[config.mk]
export PLATFORM = sky130hd
export DESIGN_NAME = id_exe_reg
export DESIGN_NICKNAME = d
export VERILOG_FILES = /design/src/rtl/id_exe_reg_pkg.sv /design/src/rtl/id_exe_reg_load_use_detect.sv /design/src/rtl/id_exe_reg.sv
export SDC_FILE = /design/constraint.sdc
export NUM_CORES = 1
export LEC_CHECK = 0
export ABC_AREA = 1
export CAP_MARGIN = 5
export CORE_MARGIN = 2
export CORE_UTILIZATION = 37
export CTS_CLUSTER_DIAMETER = 50
export DETAILED_ROUTE_END_ITERATION = 6
export HOLD_SLACK_MARGIN = 0.03
export PLACE_DENSITY = 0.77
export REMOVE_ABC_BUFFERS = 1
export SLEW_MARGIN = 10
export SYNTH_ARGS = -nofsm -noshare
export SYNTH_HDL_FRONTEND = slang
export SYNTH_SLANG_ARGS = --single-unit
[constraint.sdc]
create_clock -name clk -period 1.4 [get_ports clk]
set_input_delay 0.28 -clock clk [delete_from_list [all_inputs] [get_ports clk]]
set_output_delay 0.28 -clock clk [all_outputs]
set_load 0.05 [all_outputs]
[src/rtl/id_exe_reg_pkg.sv]
// ---------------------------------------------------------------------------
// id_exe_reg_pkg
// Shared types for the ID/EXE pipeline register:
//   - alu_op encodings
//   - packed ID/EXE payload struct and its bubble constant
//   - per-cycle action selector of the ID/EXE register
// ---------------------------------------------------------------------------
package id_exe_reg_pkg;

  localparam int DATA_W = 32;
  localparam int REG_W  = 5;

  typedef enum logic [2:0] {
    ALU_R_TYPE    = 3'b000,
    ALU_I_TYPE    = 3'b001,
    ALU_ADD_TYPE  = 3'b010,
    ALU_JALR_TYPE = 3'b011,
    ALU_B_TYPE    = 3'b100,
    ALU_LUI_TYPE  = 3'b110
  } alu_op_e;

  typedef struct packed {
    logic              valid;
    logic [DATA_W-1:0] pc;
    logic [DATA_W-1:0] rs1_data;
    logic [DATA_W-1:0] rs2_data;
    logic [DATA_W-1:0] imm;
    logic [REG_W-1:0]  rs1;
    logic [REG_W-1:0]  rs2;
    logic [REG_W-1:0]  rd;
    logic [2:0]        funct3;
    logic [6:0]        funct7;
    logic [2:0]        alu_op;
    logic              reg_write;
    logic              mem_read;
    logic              mem_write;
  } id_exe_payload_t;

  // Harmless NOP-like entry: invalid, no side effects, add-type ALU op.
  localparam id_exe_payload_t ID_EXE_BUBBLE = '{
    valid:     1'b0,
    pc:        '0,
    rs1_data:  '0,
    rs2_data:  '0,
    imm:       '0,
    rs1:       '0,
    rs2:       '0,
    rd:        '0,
    funct3:    '0,
    funct7:    '0,
    alu_op:    ALU_ADD_TYPE,
    reg_write: 1'b0,
    mem_read:  1'b0,
    mem_write: 1'b0
  };

  typedef enum logic [1:0] {
    ACT_LOAD   = 2'd0,
    ACT_BUBBLE = 2'd1,
    ACT_FLUSH  = 2'd2,
    ACT_HOLD   = 2'd3
  } id_exe_action_e;

endpackage

[src/rtl/id_exe_reg_load_use_detect.sv]
// ---------------------------------------------------------------------------
// load_use_detect
// Combinational load-use hazard detector. Flags when the instruction in EXE
// is a load whose destination is read by the instruction sitting in ID.
// Ports:
//   exe_valid, exe_mem_read, exe_rd  - load currently in EXE
//   id_valid, id_use_rs1/2, id_rs1/2 - consumer currently in ID
//   load_use                         - hazard flag
// ---------------------------------------------------------------------------
module load_use_detect
  import id_exe_reg_pkg::*;
(
  input  logic             exe_valid,
  input  logic             exe_mem_read,
  input  logic [REG_W-1:0] exe_rd,
  input  logic             id_valid,
  input  logic             id_use_rs1,
  input  logic             id_use_rs2,
  input  logic [REG_W-1:0] id_rs1,
  input  logic [REG_W-1:0] id_rs2,
  output logic             load_use
);

  logic rs1_match;
  logic rs2_match;

  assign rs1_match = id_use_rs1 && (id_rs1 == exe_rd);
  assign rs2_match = id_use_rs2 && (id_rs2 == exe_rd);

  // x0 is never a real producer, so a load to x0 can never block a consumer.
  assign load_use = exe_valid && exe_mem_read && (exe_rd != '0) &&
                    id_valid && (rs1_match || rs2_match);

endmodule

[src/rtl/id_exe_reg.sv]
// ---------------------------------------------------------------------------
// id_exe_reg
// ID/EXE pipeline register with hold, flush, load-use bubble insertion.
// Action priority per cycle: HOLD (mem_stall) > FLUSH (exe_branch_taken)
//   > BUBBLE (load-use hazard) > LOAD.
// Ports:
//   clk, rst_n          - clock, asynchronous active-low reset
//   id_*                - decoded instruction from ID
//   mem_stall           - downstream freeze (HOLD)
//   exe_branch_taken    - redirect from EXE (FLUSH)
//   exe_*               - registered instruction presented to EXE
//   hazard_stall        - freeze PC and IF/ID
// Optional feature (macro ID_EXE_PERF_EN):
//   perf_bubble_cnt     - saturating count of BUBBLE/FLUSH cycles
//   perf_hold_cnt       - saturating count of HOLD cycles
// ---------------------------------------------------------------------------
module id_exe_reg
  import id_exe_reg_pkg::*;
(
  input  logic              clk,
  input  logic              rst_n,
  input  logic              id_valid,
  input  logic [DATA_W-1:0] id_pc,
  input  logic [DATA_W-1:0] id_rs1_data,
  input  logic [DATA_W-1:0] id_rs2_data,
  input  logic [DATA_W-1:0] id_imm,
  input  logic [REG_W-1:0]  id_rs1,
  input  logic [REG_W-1:0]  id_rs2,
  input  logic [REG_W-1:0]  id_rd,
  input  logic              id_use_rs1,
  input  logic              id_use_rs2,
  input  logic [2:0]        id_funct3,
  input  logic [6:0]        id_funct7,
  input  logic [2:0]        id_alu_op,
  input  logic              id_reg_write,
  input  logic              id_mem_read,
  input  logic              id_mem_write,
  input  logic              mem_stall,
  input  logic              exe_branch_taken,
  output logic              exe_valid,
  output logic [DATA_W-1:0] exe_pc,
  output logic [DATA_W-1:0] exe_rs1_data,
  output logic [DATA_W-1:0] exe_rs2_data,
  output logic [DATA_W-1:0] exe_imm,
  output logic [REG_W-1:0]  exe_rs1,
  output logic [REG_W-1:0]  exe_rs2,
  output logic [REG_W-1:0]  exe_rd,
  output logic [2:0]        exe_funct3,
  output logic [6:0]        exe_funct7,
  output logic [2:0]        exe_alu_op,
  output logic              exe_reg_write,
  output logic              exe_mem_read,
  output logic              exe_mem_write,
  output logic              hazard_stall
`ifdef ID_EXE_PERF_EN
  ,
  output logic [31:0]       perf_bubble_cnt,
  output logic [31:0]       perf_hold_cnt
`endif
);

  id_exe_payload_t payload_p0;
  id_exe_payload_t payload_p1;
  id_exe_payload_t next_p0;
  id_exe_action_e  action_p0;
  logic            load_use_p0;

  // ---- stage p0: ID side, hazard detection and action select ----
  load_use_detect u_load_use_detect (
    .exe_valid    (payload_p1.valid),
    .exe_mem_read (payload_p1.mem_read),
    .exe_rd       (payload_p1.rd),
    .id_valid     (id_valid),
    .id_use_rs1   (id_use_rs1),
    .id_use_rs2   (id_use_rs2),
    .id_rs1       (id_rs1),
    .id_rs2       (id_rs2),
    .load_use     (load_use_p0)
  );

  always_comb begin
    payload_p0 = '{
      valid:     id_valid,
      pc:        id_pc,
      rs1_data:  id_rs1_data,
      rs2_data:  id_rs2_data,
      imm:       id_imm,
      rs1:       id_rs1,
      rs2:       id_rs2,
      rd:        id_rd,
      funct3:    id_funct3,
      funct7:    id_funct7,
      alu_op:    id_alu_op,
      reg_write: id_reg_write,
      mem_read:  id_mem_read,
      mem_write: id_mem_write
    };
  end

  always_comb begin
    action_p0 = ACT_LOAD;
    if (mem_stall)             action_p0 = ACT_HOLD;
    else if (exe_branch_taken) action_p0 = ACT_FLUSH;
    else if (load_use_p0)      action_p0 = ACT_BUBBLE;
  end

  // An invalid ID slot is loaded as a clean bubble so stale fields never
  // reach EXE.
  always_comb begin
    next_p0 = ID_EXE_BUBBLE;
    if (action_p0 == ACT_LOAD && id_valid) next_p0 = payload_p0;
  end

  // A taken branch squashes the consumer anyway, so a coincident load-use
  // stall is suppressed; the bubble in EXE makes the stall last one cycle.
  assign hazard_stall = mem_stall | (load_use_p0 & ~exe_branch_taken);

  // ---- stage p1: EXE side register ----
  always_ff @(posedge clk or negedge rst_n) begin
    if (!rst_n) begin
      payload_p1 <= ID_EXE_BUBBLE;
    end else if (action_p0 != ACT_HOLD) begin
      payload_p1 <= next_p0;
    end
  end

  assign exe_valid     = payload_p1.valid;
  assign exe_pc        = payload_p1.pc;
  assign exe_rs1_data  = payload_p1.rs1_data;
  assign exe_rs2_data  = payload_p1.rs2_data;
  assign exe_imm       = payload_p1.imm;
  assign exe_rs1       = payload_p1.rs1;
  assign exe_rs2       = payload_p1.rs2;
  assign exe_rd        = payload_p1.rd;
  assign exe_funct3    = payload_p1.funct3;
  assign exe_funct7    = payload_p1.funct7;
  assign exe_alu_op    = payload_p1.alu_op;
  assign exe_reg_write = payload_p1.reg_write;
  assign exe_mem_read  = payload_p1.mem_read;
  assign exe_mem_write = payload_p1.mem_write;

`ifdef ID_EXE_PERF_EN
  function automatic logic [31:0] sat_inc(input logic [31:0] v);
    return (v == 32'hFFFF_FFFF) ? v : v + 32'd1;
  endfunction

  always_ff @(posedge clk or negedge rst_n) begin
    if (!rst_n) begin
      perf_bubble_cnt <= '0;
      perf_hold_cnt   <= '0;
    end else begin
      if (action_p0 == ACT_BUBBLE || action_p0 == ACT_FLUSH)
        perf_bubble_cnt <= sat_inc(perf_bubble_cnt);
      if (action_p0 == ACT_HOLD)
        perf_hold_cnt <= sat_inc(perf_hold_cnt);
    end
  end
`endif

endmodule

# After elaboration in Yosys (flattened, before gate mapping)
# Cells that the tools add are included.
classes:
  bitwise: 3
  n_eq_ne: 3
  n_reduce_logical: 10
  mux: 4
ops:
  columns: ["operator", "n"]
  rows:
  - ["$mux W160", 1]
  - ["$eq A5 B5 Y1", 2]
  - ["$logic_and A1 B1 Y1", 7]
  - ["$reduce_bool A5 Y1", 1]
  - ["$mux W2", 2]
  - ["$logic_not A2 Y1", 1]
  - ["$ne A2 B2 Y1 const B", 1]
  - ["$and A1 B1 Y1", 1]
  - ["$logic_or A1 B1 Y1", 1]
  - ["$mux W1", 1]
  - ["$not A1 Y1", 1]
  - ["$or A1 B1 Y1", 1]
word_totals:
  output_inout_bits: 161
  register_bits: 160
  word_cells: 34
  inputBits: 166

# Logic depth before layout (Yosys ltp)
# Gate-level depths: netlist of run 1.
logic_depth:
  depth_word: 10
  depth_mapped: 11
  ltp_nobuf: 10

# By module
# Synthesis of run 1 repeated with hierarchy kept, for this count alone.
unflattened:
  hier_cells: 737
  hier_area_um2: 6796.5
modules_own_cells:
  columns: ["mod", "seq_area_each_um2", "area_each_um2", "cells_per_inst", "n_inst"]
  rows:
  - ["id_exe_reg", 4005.1, 6571.3, 681, 1]
  - ["load_use_detect", 0.0, 225.2, 56, 1]

# Worst setup path before layout of run 1
# No wires, ideal clock.
synth_timing:
  path_kind: "reg-to-output"
  start: "register payload_p1 (netlist bit exe_rd[2])"
  end: "output hazard_stall"
  required_time_ps: 1120
  arrival_time_ps: 1817
  path_stages_with_launch: 11
  path_slack_ps: -697
  n_path_buf: 2
  path_cell_list: "dfrtp_1 > inv_1 > nand2_1 > nand2_1 > nor2_1 > nand3_1 > nand2_1 > nand2_2 > buf_6 > buf_6 > nand2_1"
synth_via:
  elab_chain_cells: 6
  word_cells_on_any_way: 11
  cone_classes: "eq/ne (2); bitwise (2); reduce/logical (7)"
synth_rtl:
  columns: ["item", "line", "rtl"]
  rows:
  - ["from (decl)", "id_exe_reg.sv:63", "id_exe_payload_t payload_p1;"]
  - ["from (signal assigned)", "id_exe_reg.sv:123", "payload_p1 <= next_p0;"]
  - ["$eq A5 B5 Y1 (tied with other cells)", "id_exe_reg_load_use_detect.sv:27", "assign rs1_match = id_use_rs1 && (id_rs1 == exe_rd);"]
  - ["$logic_and A1 B1 Y1 (on tied branches)", "id_exe_reg_load_use_detect.sv:27, id_exe_reg_load_use_detect.sv:28, id_exe_reg_load_use_detect.sv:31", null]
  - ["$logic_or A1 B1 Y1 or $logic_and A1 B1 Y1 (tied branches)", "id_exe_reg_load_use_detect.sv:32, id_exe_reg_load_use_detect.sv:31", null]
  - ["$logic_and A1 B1 Y1 (*)", "id_exe_reg_load_use_detect.sv:32", "id_valid && (rs1_match || rs2_match);"]
  - ["$and A1 B1 Y1 (*)", "id_exe_reg.sv:116", "assign hazard_stall = mem_stall | (load_use_p0 & ~exe_branch_taken);"]
  - ["$or A1 B1 Y1 (*)", "id_exe_reg.sv:116", null]
  - ["to (decl)", "id_exe_reg.sv:54", "output logic hazard_stall"]
# Every way passes the cells marked *; elsewhere a longest branch is shown, timed or not.

# Worst setup path after layout of run 1
layout_timing:
  start: "register payload_p1 (netlist bit exe_rd[3])"
  end: "output hazard_stall"
# The elaborated chain is that of the path after synthesis.

==> flow_summary.toml, run 1 <==
[clock_network]
cts_buffers = 17
cts.sinks = 160
clk_pin_slew_ns = 0.07
clk_latency_ns = 0.42
cts_tree = "yes"
cts-root-buf = "clkbuf_16"
clk_path_buf_depth = 2
h-tree-depth = 4

[yosys]
syn_area_sq_um = 6800
synth-edff-count = 0
yosysTopAreaCellShare_pct = 58.5
synth_top_area_cell = "dfrtp_1"
synthCells = 768
synth_area_leaders = "dfrtp_1, nand2_1, nand4_1"
yosys_warnings = 0
yosys.cell_types.count = 16
synth_seq_cells = 160
synth_area_per_cell_sq_um = 8.86
yosys.cell_count.top_type = "nand2_1"
synthFlopType = "dfrtp_1"
ys_async_sr_fraction_pct = 100
ys_seq_area_share_pct = 58.9
synth_common_cells = "nand2_1, nand4_1, dfrtp_1"

[cells_and_area]
fillers = 1117
register_area_sq_um = 4010
diodes = 0
drive_gt1_share_pct = 25.9
nets = 1287
area_growth_pct = 97.9
multi_input_area_sq_um = 2430
final_area_sq_um = 13500

[place]
dp_hpwl_um = 16900
dpl_worst_slack_ns = -0.487
portBuffers = 326
place_congestion = 0.886
place_area_sq_um = 12200

[worst_setup_path]
critPathCaptureType = "output pin"
worstReg2RegEnd = "exe_rs2_data[11]$_DFFE_PN0P_"
r2r_start = "exe_rd[3]$_DFFE_PN0P_"
cp_max_fo = 4
r2r_cells = 13
startpoint_type = "flop"
critPathArrivalTime_ns = 1.77
critical_path_required_ns = 1.12
criticalPathCategory = "reg -> out"
r2r_setup_slack_ns = -0.63

[global_routing]
grt_pass1_vias = 7515
gr-usage-all-layers_pct = 27.8
grt_max_degree = 55
grt_overflow = 0
grt_pass1_wl_um = 42100
antenna_found_initial = 0

[floorplanning]
die_w_um = 140
dieArea_sq_um = 19500
die-height_um = 140
coreArea_sq_um = 18000
ioPinCount = 327
rows = 49
start_util_pct = 37.7

[hold_path]
hold_class = "in -> reg"
hold_end = "exe_rs2_data[23]$_DFFE_PN0P_"
min_from = "mem_stall"
hold_depth = 4

[drt]
vias = 7371
ant_nets = 0
wl_um = 27300
first_iter_violations = 498
wl_per_cell_um = 20.0
drc_errors = 0
via_per_inst = 5.41
firstDrtPassIters = 5

[power_and_ir_drop]
power.density_nw_per_um2 = 1010
p_total_uw = 13600
ir_drop_mv = 0.801
p_leak_uw = 0.00660

[sta]
rsz0062_at_grt = "yes"
worst_slack_ns = -0.646
setup_viol = 165
period_minus_slack_ns = 2.05
drv_slew = 0
hold_violations = 0
worst_pin_slew_ns = 0.438
slew_headroom_pct = 70.8
finalCritPeriodShare_pct = 146
fin_worst_skew_ns = 0.0146
fmax_ghz = 0.489

[run]
max_cap_violations = 0

[status]
violations = "negative setup slack"
status = "complete, but fails checks"
## logic make-up after synthesis
kind of cell    count (synthesis)  share of synthesized area [%]
simple gates                  515                           34.6
compound gates                  5                          0.368
flops                         160                           58.9
buf+inv                        88                           6.18
## state kept, by name (all words and copies together), names as in the netlist
name / count
exe_alu_op: 3
exe_rs2: 5
exe_pc: 32
exe_mem_read: 1
exe_imm: 32
exe_mem_write: 1
exe_rs2_data: 32
exe_rd: 5
exe_rs1: 5
exe_reg_write: 1
exe_valid: 1
exe_funct7: 7
exe_funct3: 3
exe_rs1_data: 32
## cell type report
class	count	area share, %
repair buffers	403	44.8
flip-flops and latches	160	29.8
multi-input cells	520	18.1
clock buffers	19	3.29
well taps	229	2.13
clock inverters	12	1.36
inverters	19	0.548
## through the flow
stage                     setup TNS [ns]  utilization, %  hold WS, ns  std cells
after global placement            -66.97            67.5        0.228       1299
after floorplan                  -403.78               -      -0.0156        699
after CTS                         -50.80            73.8        0.252       1351
after detailed placement          -70.83            67.5        0.232       1299
after global routing             -110.15            74.7        0.270       1362
final                             -92.50            74.7        0.270       1362
## cell usage in the layout (no fill, tap or decap), types with 2 or more instances in the layout
cell and instances:
dfrtp_1 157, bufbuf_16 4, o21ai_1 3, nand3_1 2
buf_4 36, nand2_1 330, buf_16 11, clkinvlp_4 3
buf_6 8, nand4_1 161, inv_1 13, nand2_2 8
nand2_4 2, nor2_1 6, inv_2 5, clkinv_4 2
o21ai_0 2, inv_6 2, nor2_4 3, buf_12 180
clkbuf_16 17, bufinv_16 4, dfrtp_2 2, clkdlybuf4s50_1 163
## worst max path at each step
stage / from / to / depth (start not counted)
2_1_floorplan: id_valid / hazard_stall / 6
3_3_place_gp: id_rs1[4] / hazard_stall / 10
3_5_place_dp: id_rs2[1] / exe_rs2_data[11]$_DFFE_PN0P_ / 11
4_1_cts: exe_rd[1]$_DFFE_PN0P_ / hazard_stall / 9
5_1_grt: exe_rd[1]$_DFFE_PN0P_ / hazard_stall / 9
6_report: exe_rd[3]$_DFFE_PN0P_ / hazard_stall / 9
## per-layer routing
layer	up-vias	routed length, um	track usage, %
met5	-	0	0
met4	0	1090	13.2
met3	81	2010	7.64
met2	377	13800	46.3
met1	3621	10400	33.5
li1	3292	-	-
## critical path, stage by stage, from the launching register on
cell and delay (ns):
dfrtp_1 0.42, inv_2 0.09, nand2_2 0.06, nand2_1 0.06, nor2_1 0.19, nand3_1 0.16, nand2_2 0.11, nand2_4 0.07
nand2_4 0.06, buf_12 0.13
## repair_timing
action                                  in CTS  in global routing
pin swaps                                    3                  7
hold buffers                                 1                  0
buffers inserted                             7                 12
resized for setup                           29                 21
cloned                                      13                  0
endpoints found under the setup margin     165                167
hold endpoints to repair                    28                  0
## power breakdown
part,total [uW],internal [uW],switching (uW),leakage [uW]
clock,4990,3040,1950,0.000296
sequential,5180,4880,299,0.00215
combinational,3420,1690,1730,0.00415
Power figures use the tool's default switching activity.
==> run 2, diff against run 1 <==
--- a/config.mk
+++ b/config.mk
@@ -6,8 +6,7 @@
 export NUM_CORES = 1
 export LEC_CHECK = 0
 export ABC_AREA = 1
-export CAP_MARGIN = 5
-export CORE_MARGIN = 2
+export CORE_MARGIN = 3
 export CORE_UTILIZATION = 37
 export CTS_CLUSTER_DIAMETER = 50
 export DETAILED_ROUTE_END_ITERATION = 6
==> run 2 against run 1 <==
Effect of this change: the run still ends with negative setup slack left; clock-buffer cell count up 1; non-clock buffer count down 9; combinational power down 1%; wire length up 0.56%; final cell count down 0.88%; via count down 0.87%; clock power down 2%.
==> flow_summary.toml, run 2 (same netlist as run 1, synthesis figures left out) <==
[floorplanning]
dieArea_sq_um = 20000
ioPinCount = 327
die-height_um = 142
die_w_um = 142
start_util_pct = 38.5
coreArea_sq_um = 17700
rows = 48

[cells_and_area]
nets = 1278
mostFrequentLayoutCells = "nand2_1, buf_12, clkdlybuf4s50_1"
area_growth_pct = 98.3
multi_input_area_sq_um = 2430
diodes = 0
stdcell_count = 1350
drive_gt1_share_pct = 25.2
register_area_sq_um = 4010
fillers = 1063
layout_commonest_cell = "nand2_1"

[clock_network]
h-tree-depth = 4
cts_buffers = 17
clk_latency_ns = 0.42
cts_tree = "yes"
clk_pin_slew_ns = 0.07
cts-root-buf = "clkbuf_16"
clk_path_buf_depth = 2
cts.sinks = 160

[worst_setup_path]
path_cells = "nor2_1, nand4_1, nand4_1, buf_4, inv_2, nand2_4, nand2_4, buf_12"
critPathCaptureType = "output pin"
critical-path-max-stage-delay_ns = 0.39
critical_path_required_ns = 1.12
cp_max_fo = 2
r2r_setup_slack_ns = -0.60
startpoint_type = "flop"
path_buf_inv = 3
critPathTopFamily = "simple AND/OR/NAND/NOR gates"
criticalPathCategory = "reg -> out"
crit_slowest_cell = "dfrtp_1"
critPathArrivalTime_ns = 1.74

[sta]
rsz0062_at_grt = "yes"
period_minus_slack_ns = 2.02
fmax_ghz = 0.496
setup_viol = 164
drv_slew = 0
slew_headroom_pct = 71.4
hold_violations = 0
finalCritPeriodShare_pct = 144
fin_worst_skew_ns = 0.0157
worst_slack_ns = -0.617
worst_pin_slew_ns = 0.429

[power_and_ir_drop]
ir_drop_mv = 0.837
p_leak_uw = 0.00664
p_total_uw = 13400
power.density_nw_per_um2 = 997

[global_routing]
grt_pass1_wl_um = 42700
gr-usage-all-layers_pct = 27.4
antenna_found_initial = 0
grt_overflow = 0
grt_max_degree = 90
grt_pass1_vias = 7611

[place]
place_congestion = 0.869
dp_hpwl_um = 17000
portBuffers = 326
dp.cells = 1288

[status]
status = "complete, but fails checks"
violations = "negative setup slack"

[drt]
wl_per_cell_um = 20.3
first_iter_violations = 504
wl_um = 27400
via_per_inst = 5.41
vias = 7307
ant_nets = 0
drc_errors = 0
firstDrtPassIters = 6

[run]
max_cap_violations = 0

[hold_path]
hold_class = "in -> reg"
[run 2: what timing repair did]
item | 4_1_cts | 5_1_grt
endpoints found under the setup margin | 168 | 167
buffers inserted | 11 | 2
hold buffers | 1 | 0
cloned | 18 | 0
pin swaps | 14 | 6
gates resized for setup | 42 | 12
endpoints found under the hold margin | 24 | 0
[run 2: worst paths after layout]
path | cells past startpoint | start | endpoint
setup / recovery | 8 | exe_rd[1]$_DFFE_PN0P_ | hazard_stall
hold / removal | 4 | mem_stall | exe_rs2[0]$_DFFE_PN0P_
setup reg to reg | 11 | exe_rd[1]$_DFFE_PN0P_ | exe_pc[18]$_DFFE_PN0P_
hold reg to reg | 2 | exe_pc[14]$_DFFE_PN0P_ | exe_pc[14]$_DFFE_PN0P_
max in group asynchronous | 3 | rst_n | exe_alu_op[1]$_DFFE_PN1P_
min in group asynchronous | 2 | rst_n | exe_rs1[1]$_DFFE_PN0P_
[run 2: per-stage QoR]
stage	setup TNS [ns]	cell area (sq um)	worst slack [ns]	hold WS (ns)	util [%]
2_1_floorplan	-403.78	6450	-3.14	-0.0156	-
3_5_place_dp	-80.65	12100	-0.575	0.215	68.4
4_1_cts	-63.91	13400	-0.539	0.264	76.2
5_1_grt	-93.45	13500	-0.700	0.305	76.4
6_report	-77.73	13500	-0.617	0.295	76.4
3_3_place_gp	-82.48	12100	-0.582	0.212	68.4
[run 2: layer usage]
| layer | global-route usage [%] | part of all wire [%] |
|---|---|---|
| met4 | 10.9 | 2.6 |
| met1 | 33.2 | 37 |
| met3 | 8.19 | 8.6 |
| met5 | 0 | 0 |
| met2 | 45.8 | 52 |
[run 2: worst reg2reg max path, cell delays in order, from the launching register on]
cell	delay, ns
dfrtp_1	0.39
nor2_1	0.20
nand4_1	0.18
nand4_1	0.12
buf_4	0.12
inv_2	0.03
nand2_4	0.08
buf_6	0.16
bufbuf_16	0.30
buf_16	0.13
nand4_1	0.14
nand2_1	0.09
[run 2: power breakdown]
part | switching (uW) | internal, uW | leakage (uW) | total (uW)
sequential | 294 | 4880 | 0.00215 | 5170
combinational | 1720 | 1660 | 0.00419 | 3380
clock | 1980 | 2920 | 0.000301 | 4900
total | 4000 | 9450 | 0.00664 | 13400
[run 2: layout make-up]
type | count | share of cell area [%]
Clock inverter | 12 | 1.16
Tap cell | 225 | 2.09
Clock buffer | 20 | 3.39
Sequential cell | 160 | 29.7
Inverter | 19 | 0.547
Timing Repair Buffer | 394 | 45.1
Multi-Input combinational cell | 520 | 18.0
